## config.mk

```make
export PLATFORM = sky130hd
export DESIGN_NAME = lsu_mem_stage
export DESIGN_NICKNAME = d
export VERILOG_FILES = /design/src/rtl/lsu_mem_stage.sv
export SDC_FILE = /design/constraint.sdc
export NUM_CORES = 1
export LEC_CHECK = 0
export ABC_AREA = 1
export CAP_MARGIN = 5
export CORE_MARGIN = 8
export CORE_UTILIZATION = 46
export CTS_BUF_LIST = sky130_fd_sc_hd__clkbuf_2 sky130_fd_sc_hd__clkbuf_4 sky130_fd_sc_hd__clkbuf_8
export CTS_CLUSTER_DIAMETER = 50
export CTS_CLUSTER_SIZE = 16
export DETAILED_ROUTE_END_ITERATION = 10
export PLACE_DENSITY_LB_ADDON = 0.25
export SLEW_MARGIN = 20
export SYNTH_ARGS = -nofsm -noshare
export SYNTH_HDL_FRONTEND = slang
export SYNTH_SLANG_ARGS = --single-unit
```

## constraint.sdc

```tcl
create_clock -name clk -period 2.3 [get_ports clk]
set_input_delay 0.69 -clock clk [delete_from_list [all_inputs] [get_ports clk]]
set_output_delay 0.69 -clock clk [all_outputs]
set_load 0.02 [all_outputs]
```

## src/rtl/lsu_mem_stage.sv

```systemverilog
// Load/store memory stage: one data-memory transaction per start over a req/ready
// handshake, with byte-lane steering for stores and sign/zero extension for loads.
module lsu_mem_stage #(
    parameter int unsigned TIMEOUT_CYCLES = 255
) (
    input  logic        clk,
    input  logic        rst_n,
    input  logic        start,
    input  logic        is_store,
    input  logic [2:0]  funct3,
    input  logic [31:0] addr,
    input  logic [31:0] store_data,
    output logic        mem_req,
    output logic        mem_we,
    output logic [31:0] mem_addr,
    output logic [31:0] mem_wdata,
    output logic [3:0]  mem_wstrb,
    input  logic        mem_ready,
    input  logic [31:0] mem_rdata,
    output logic        busy,
    output logic        done,
    output logic [1:0]  fault,
    output logic [31:0] load_data
);

    localparam logic [1:0] S_IDLE = 2'd0;
    localparam logic [1:0] S_REQ  = 2'd1;
    localparam logic [1:0] S_DONE = 2'd2;

    localparam logic [1:0] F_OK      = 2'b00;
    localparam logic [1:0] F_MISAL   = 2'b01;
    localparam logic [1:0] F_TIMEOUT = 2'b10;
    localparam logic [1:0] F_ILLEGAL = 2'b11;

    logic [1:0]  r_state;
    logic [7:0]  r_cnt;
    logic        r_store;
    logic [2:0]  r_f3;
    logic [1:0]  r_off;
    logic [1:0]  r_fault_pend;

    logic        w_illegal;
    logic        w_misal;
    logic [31:0] w_wdata;
    logic [3:0]  w_wstrb;
    logic [31:0] w_shift;
    logic [31:0] w_load;
    logic [7:0]  w_cnt_nxt;
    logic        w_timeout;

    always_comb begin
        if (is_store)
            w_illegal = (funct3 > 3'b010);
        else
            w_illegal = !(funct3 inside {3'b000, 3'b001, 3'b010, 3'b100, 3'b101});
        w_misal = ((funct3[1:0] == 2'b01) && addr[0]) ||
                  ((funct3[1:0] == 2'b10) && (addr[1:0] != 2'b00));
    end

    always_comb begin
        w_wdata = store_data;
        w_wstrb = 4'b0000;
        case (funct3[1:0])
            2'b00: begin
                w_wdata = {4{store_data[7:0]}};
                w_wstrb = 4'b0001 << addr[1:0];
            end
            2'b01: begin
                w_wdata = {2{store_data[15:0]}};
                w_wstrb = 4'b0011 << addr[1:0];
            end
            default: begin
                w_wdata = store_data;
                w_wstrb = 4'b1111;
            end
        endcase
        if (!is_store)
            w_wstrb = 4'b0000;
    end

    // Extraction uses the offset latched at start, not the live address.
    always_comb begin
        w_shift = mem_rdata >> {r_off, 3'b000};
        case (r_f3)
            3'b000:  w_load = {{24{w_shift[7]}}, w_shift[7:0]};
            3'b100:  w_load = {24'd0, w_shift[7:0]};
            3'b001:  w_load = {{16{w_shift[15]}}, w_shift[15:0]};
            3'b101:  w_load = {16'd0, w_shift[15:0]};
            default: w_load = mem_rdata;
        endcase
    end

    assign w_cnt_nxt = r_cnt + 8'd1;
    assign w_timeout = (w_cnt_nxt == 8'(TIMEOUT_CYCLES));

    always_ff @(posedge clk or negedge rst_n) begin
        if (!rst_n) begin
            r_state      <= S_IDLE;
            r_cnt        <= '0;
            r_store      <= 1'b0;
            r_f3         <= '0;
            r_off        <= '0;
            r_fault_pend <= F_OK;
            mem_req      <= 1'b0;
            mem_we       <= 1'b0;
            mem_addr     <= '0;
            mem_wdata    <= '0;
            mem_wstrb    <= '0;
            busy         <= 1'b0;
            done         <= 1'b0;
            fault        <= F_OK;
            load_data    <= '0;
        end else begin
            done <= 1'b0;
            case (r_state)
                S_IDLE: begin
                    if (start) begin
                        r_store <= is_store;
                        r_f3    <= funct3;
                        r_off   <= addr[1:0];
                        busy    <= 1'b1;
                        r_cnt   <= '0;
                        if (w_illegal) begin
                            r_fault_pend <= F_ILLEGAL;
                            r_state      <= S_DONE;
                        end else if (w_misal) begin
                            r_fault_pend <= F_MISAL;
                            r_state      <= S_DONE;
                        end else begin
                            mem_req   <= 1'b1;
                            mem_we    <= is_store;
                            mem_addr  <= {addr[31:2], 2'b00};
                            mem_wdata <= w_wdata;
                            mem_wstrb <= w_wstrb;
                            r_state   <= S_REQ;
                        end
                    end
                end
                S_REQ: begin
                    // Ready is checked first so it wins on the timeout edge.
                    if (mem_ready) begin
                        mem_req      <= 1'b0;
                        mem_we       <= 1'b0;
                        r_fault_pend <= F_OK;
                        r_state      <= S_DONE;
                        if (!r_store)
                            load_data <= w_load;
                    end else if (w_timeout) begin
                        mem_req      <= 1'b0;
                        mem_we       <= 1'b0;
                        r_fault_pend <= F_TIMEOUT;
                        r_state      <= S_DONE;
                    end else begin
                        r_cnt <= w_cnt_nxt;
                    end
                end
                S_DONE: begin
                    done    <= 1'b1;
                    fault   <= r_fault_pend;
                    busy    <= 1'b0;
                    r_cnt   <= '0;
                    r_state <= S_IDLE;
                end
                default: r_state <= S_IDLE;
            endcase
        end
    end

endmodule

```

* Word level (Yosys, flattened, before mapping) *
Cells that the tools add are included.

word-level totals
  flip-flop bits (word level) = 122
  output and inout port bits = 106

operators by class
  add/sub/neg operators = 1
  $lt $le $gt $ge = 1
  equal/unequal tests = 19
  shifts and indexed selects = 3
  muxes and demuxes = 33
  bitwise operators = 3
  reductions and logical operators = 21

operators by type and width
  operator             number
  $pmux 32 s4          1
  $pmux 32 s2          1
  $shr 32x5->16        1
  $mux 8               3
  $pmux 8 s3           1
  $mux 2               9
  $eq 3x3->1 const B   4
  $reduce_and 4->1     3
  $mux 1               11
  $ne 2x2->1 const B   5
  $add 8x1->8 const B  1
  $eq 8x8->1 const B   1
  $pmux 2 s2           2
  $pmux 4 s2           1
  $eq 3x1->1 const B   2
  $logic_not 3->1      2
  $ne 3x3->1 const B   2
  $pmux 1 s2           3
  $reduce_and 2->1     3
  $reduce_bool 2->1    3
  $reduce_and 5->1     1
  $reduce_bool 5->1    1
  $eq 2x1->1 const B   2
  $eq 2x2->1 const B   2
  other kinds (12)     16

* Logic depth before layout (Yosys ltp) *
  depth after elaboration = 7
  gate-level depth with buffers = 13
  depth with buffers taken out = 13

* Worst setup path after synthesis *
OpenSTA, ideal clock, no wires.

  kind = in2reg
  start point = input port funct3[1]
  end point = register mem_wdata[11]
  setup time = 0.127 ns
  arrival = 1.642 ns
  data required time = 2.173 ns
  setup slack = 0.531 ns
  stages on the path = 11
  buffers on the path = 1
  path through = inv_2 nand2_1 inv_2 nand2_1 and2_1 nand2_1 nor2_4 inv_4 buf_2 nand2_1 o21ai_0

on the way
  longest elaborated chain between the ends = 6
  elaborated cells on any way between the ends = 19
  those cells by class = order compare (1); eq/ne (6); mux (2); bitwise (2); reduce/logical (8)

ends and longest elaborated chain
  what                                      RTL line  source
  start, declared                           10        input logic [2:0] funct3,
  $eq 3x1->1, or another cell as far along  55        w_illegal = !(funct3 inside {3'b000, 3'b001, 3'b010, 3'b100, 3'b101});
  $reduce_bool 5->1                         55
  $logic_not 1->1                           55
  $mux 1                                    52        if (is_store)
  $not 1->1 (no source line)                n/a
  $reduce_and 4->1 (no source line)         n/a
  end signal, assigned                      133       mem_wdata <= w_wdata;
  end, declared                             16        output logic [31:0] mem_wdata,

Parallel ways exist; a longest one is shown, timed or not.
A chain may end at the register's enable or synchronous reset.

* Worst setup path in the final report *
  start point = register mem_wstrb[2]
  end point = output port mem_wstrb[2]

RTL lines
  what                    RTL line  source
  start, declared         17        output logic [3:0] mem_wstrb,
  start signal, assigned  134       mem_wstrb <= w_wstrb;

No word-level cell between the ends.

==> impl_summary.txt <==
----------------------------------------------------
[Hold path]
  Classification of the worst-slack hold path ... input port to asynchronous set/reset pin

[Yosys]
  Netlist cell types ... 33
  Area share of the leading cell type in the synthesized netlist ... 52.7%
  Number of enable-type register cells in the synthesized netlist ... 0
  Post-synth top cells ... sky130_fd_sc_hd__nand2_1 (275), sky130_fd_sc_hd__dfrtp_1 (122), sky130_fd_sc_hd__inv_1 (61)
  Post-synthesis cell count ... 733
  Number of register bits inferred by synthesis ... 122
  Fraction of registers with async set/reset ... 100%
  Netlist area before placement ... approximately 0.0058 mm2
  Ranking of synthesized cells by area ... sky130_fd_sc_hd__dfrtp_1 (53%), sky130_fd_sc_hd__nand2_1 (18%), sky130_fd_sc_hd__o21ai_0 (4.5%)
  Synthesis Warnings ... 0
  Fraction of the yosys area taken by sequential cells ... 52.7%
  Leading cell type by number of instances after synthesis ... sky130_fd_sc_hd__nand2_1
  Syn Area/Cell ... about 7.9 um2
  Biggest area consumer among synthesized cells ... sky130_fd_sc_hd__dfrtp_1
  Main synth FF type ... sky130_fd_sc_hd__dfrtp_1

[Clocking]
  Worst skew pair latency ... 0.45 ns
  CTS Hold Buffers Added ... 0
  Number of post-CTS setup repair buffers ... 0
  CTS resizes ... 0
  Root Buffer Master ... sky130_fd_sc_hd__clkbuf_8
  Number of levels the H-tree was split into ... 4
  TritonCTS Sinks ... 122
  TritonCTS clock tree ... done
  Number of buffers inserted during clock tree synthesis ... 17
  Register clock-pin slew on the reported worst setup and hold paths ... approximately 0.070 ns
  Max clock buf depth ... 2

[Global routing]
  Overall track demand over capacity in global routing ... 22.8%
  Maximum number of pins on one net before global-route repair ... 42
  Total congestion overflow ... 0
  First-pass GRT wire length ... between 20000 and 30000 um
  Initial antenna violation count ... 0
  Via count of the first global-routing pass ... 5722

[Placement]
  Half-perimeter wire length after placement ... 13800 um
  Count of input and output buffers ... 207
  Post-placement worst setup slack ... -0.196 ns
  Weighted congestion reported at the end of routability-driven placement ... 0.867
  Placed Cells incl. Taps ... 1120

[Run]
  Number of max-capacitance violations reported ... 0

[Critical path]
  Crit-path cells ... clkdlybuf4s50_1
  Largest stage delay, worst path ... 0.68 ns
  Cell class contributing the biggest share of worst-path delay ... buffers and inverters
  Cell at the slowest stage of the critical path ... sky130_fd_sc_hd__clkdlybuf4s50_1
  Number of buffer and inverter stages on the critical path ... 1
  Category of the worst setup path launch point ... register
  Type of element capturing the critical path ... output pin
  Required time reported for the critical path endpoint ... 1.61 ns
  Critical path data arrival time ... around 1.5 ns
  Highest fanout seen on the critical path ... 2
  Setup Crit Path Kind ... register to output pin

[STA]
  Final worst hold slack ... about 0.19 ns
  Setup repair after global routing missed its margin ... false
  Final Critical Period ... roughly 2.2 ns
  Transition time at the pin with the least slew margin ... 0.603 ns
  Post-route clock skew ... between 0.007 and 0.008 ns
  Post-route clock period utilization ... a little over nine tenths
  Number of pins with negative max-slew slack in the final report ... 0
  Peak clock frequency supported by timing ... around 460 MHz
  Final worst slack ... 0.124 ns
  Final Hold Fails ... 0
  Final setup viols ... 0
  Max transition margin ... 59.7%

[Floorplanning]
  Die ar. ... between 0.015 and 0.02 mm2
  Area of the core ... around 0.012 mm2
  Horiz. Die Dim ... ~130 um
  Top-Level Pins ... 210
  Num rows ... between 40 and 50
  Vertical extent of the die ... 128 um
  Initial standard-cell utilization of the core ... 46.4%

[Drt]
  Total wire length after detailed routing ... 18100 um
  Post-detailed-route via-to-cell ratio ... ~4.9
  Via count ... 5694
  Iteration count of the initial detailed-routing pass ... 5
  Routed wire per std cell ... between 15 and 20 um
  Final routed DRC violation total ... 0
  Starting DRT DRC Count ... 412
  Remaining antenna violation count ... 0

[Finish]
  Antenna cell count ... 0
  Layout Cells excl Fill ... between 1000 and 1500
  Fraction of final layout cells with drive strength greater than 1 ... 9.29%
  Utilization after layout ... 69.8%
  Layout overhead on the synthesized area ... 50.4%
  Layout net count ... 1073

[Pwr]
  Reg power frac ... 33.4%
  Power per standard cell area ... 1290 mW/mm2
  Switching portion of total power ... between 40% and 50%
  Relative contribution of the clock network to total power ... 17.1%
  Switching power of the nets ... 4510 uW
  IR drop worst, VDD ... 0.757 mV
  Cell internal power dissipation ... roughly 6700 uW
  Combinational Power Share ... 49.5%
  Static power due to leakage ... 0.00412 uW

[Outcome]
  Status ... finished clean

----------------------------------------------------
==> power by group through the flow <==
stage          clock (uW)  combinational, uW  sequential, uW
6_report             1920               5550            3740
3_5_place_dp            0               5600            3750
2_1_floorplan           0               1780            4740
5_1_grt              2050               6040            3860
4_1_cts              1960               5610            3740
3_3_place_gp            0               5510            3730
==> routing by layer <==
layer | vias up | global-route usage (%) | wire, um
li1 | 2831 | - | -
met1 | 2601 | 26.0 | 7290
met2 | 232 | 36.3 | 8310
met3 | 30 | 10.7 | 2070
met4 | 0 | 9.16 | 390
met5 | - | 0 | 0
==> logic make-up after synthesis <==
logic type	after synthesis	synth area share, %
buf+inv	103	7.63
xor+xnor	1	0.151
flops	122	52.7
other cells	1	0.0648
simple gates	360	24.8
fa+ha+maj	2	0.432
compound gates	144	14.2
==> placed cells by master (no fill, tap or decap), types with 20 or more instances in the layout <==
cell,instances
sky130_fd_sc_hd__nand2_1,275
sky130_fd_sc_hd__buf_4,37
sky130_fd_sc_hd__a21oi_1,35
sky130_fd_sc_hd__clkdlybuf4s50_1,206
sky130_fd_sc_hd__nor2_1,42
sky130_fd_sc_hd__dfrtp_1,122
sky130_fd_sc_hd__o21ai_0,52
sky130_fd_sc_hd__inv_1,61
sky130_fd_sc_hd__nand3_1,22
sky130_fd_sc_hd__clkbuf_8,20
sky130_fd_sc_hd__o22ai_1,25
==> path summary, 6_finish.rpt <==
check	startpoint	endpoint	slack [ns]	cells past startpoint
max in group asynchronous	rst_n	mem_wdata[21]$_DFFE_PN0P_	1.49	2
hold / removal	rst_n	load_data[28]$_DFFE_PN0P_	0.19	1
min in group clk	mem_addr[11]$_DFFE_PN0P_	mem_addr[11]$_DFFE_PN0P_	0.47	2
setup reg to reg	r_cnt[0]$_DFFE_PN0P_	r_fault_pend[1]$_DFFE_PN0P_	0.36	11
hold reg to reg	mem_addr[11]$_DFFE_PN0P_	mem_addr[11]$_DFFE_PN0P_	0.47	2
setup / recovery	mem_wstrb[2]$_DFFE_PN0P_	mem_wstrb[2]	0.12	1
==> registers in the layout, summed over array words and instances, names as in the netlist <==
register / flops
busy: 1
done: 1
fault: 2
load_data: 32
mem_addr: 30
mem_req: 1
mem_wdata: 32
mem_we: 1
mem_wstrb: 4
r_cnt: 8
r_f3: 3
r_fault_pend: 2
r_off: 2
r_state: 2
r_store: 1
==> cell type report <==
cell class / instances / area, um2
Inverter: 67 / 254
Multi-Input combinational cell: 509 / 2300
Clock inverter: 8 / 92.6
Fill cell: 1016 / 3760
Timing Repair Buffer: 250 / 2480
Clock buffer: 24 / 305
Tap cell: 172 / 215
Sequential cell: 122 / 3050
==> stage by stage <==
stage	instance area [um2]	TNS, ns	power, uW
floorplan	5790	0	6520
global placement	8310	-2.12	9240
detailed placement	8310	-7.74	9350
CTS	8700	0	11300
global route	8700	0	12000
finish	8700	0	11200
==> worst register-to-register path, stage by stage, from the launching register on <==
cell and delay, ns:
sky130_fd_sc_hd__dfrtp_1 0.42, sky130_fd_sc_hd__ha_1 0.22, sky130_fd_sc_hd__nand3_1 0.17, sky130_fd_sc_hd__o21bai_1 0.18, sky130_fd_sc_hd__nand2_1 0.10, sky130_fd_sc_hd__nor2_1 0.14
sky130_fd_sc_hd__nand2_2 0.12, sky130_fd_sc_hd__nand2_1 0.10, sky130_fd_sc_hd__buf_4 0.13, sky130_fd_sc_hd__nand3_1 0.12, sky130_fd_sc_hd__nand2_1 0.09, sky130_fd_sc_hd__nand2_1 0.05
Note: power is estimated with default switching activity, not from simulation.
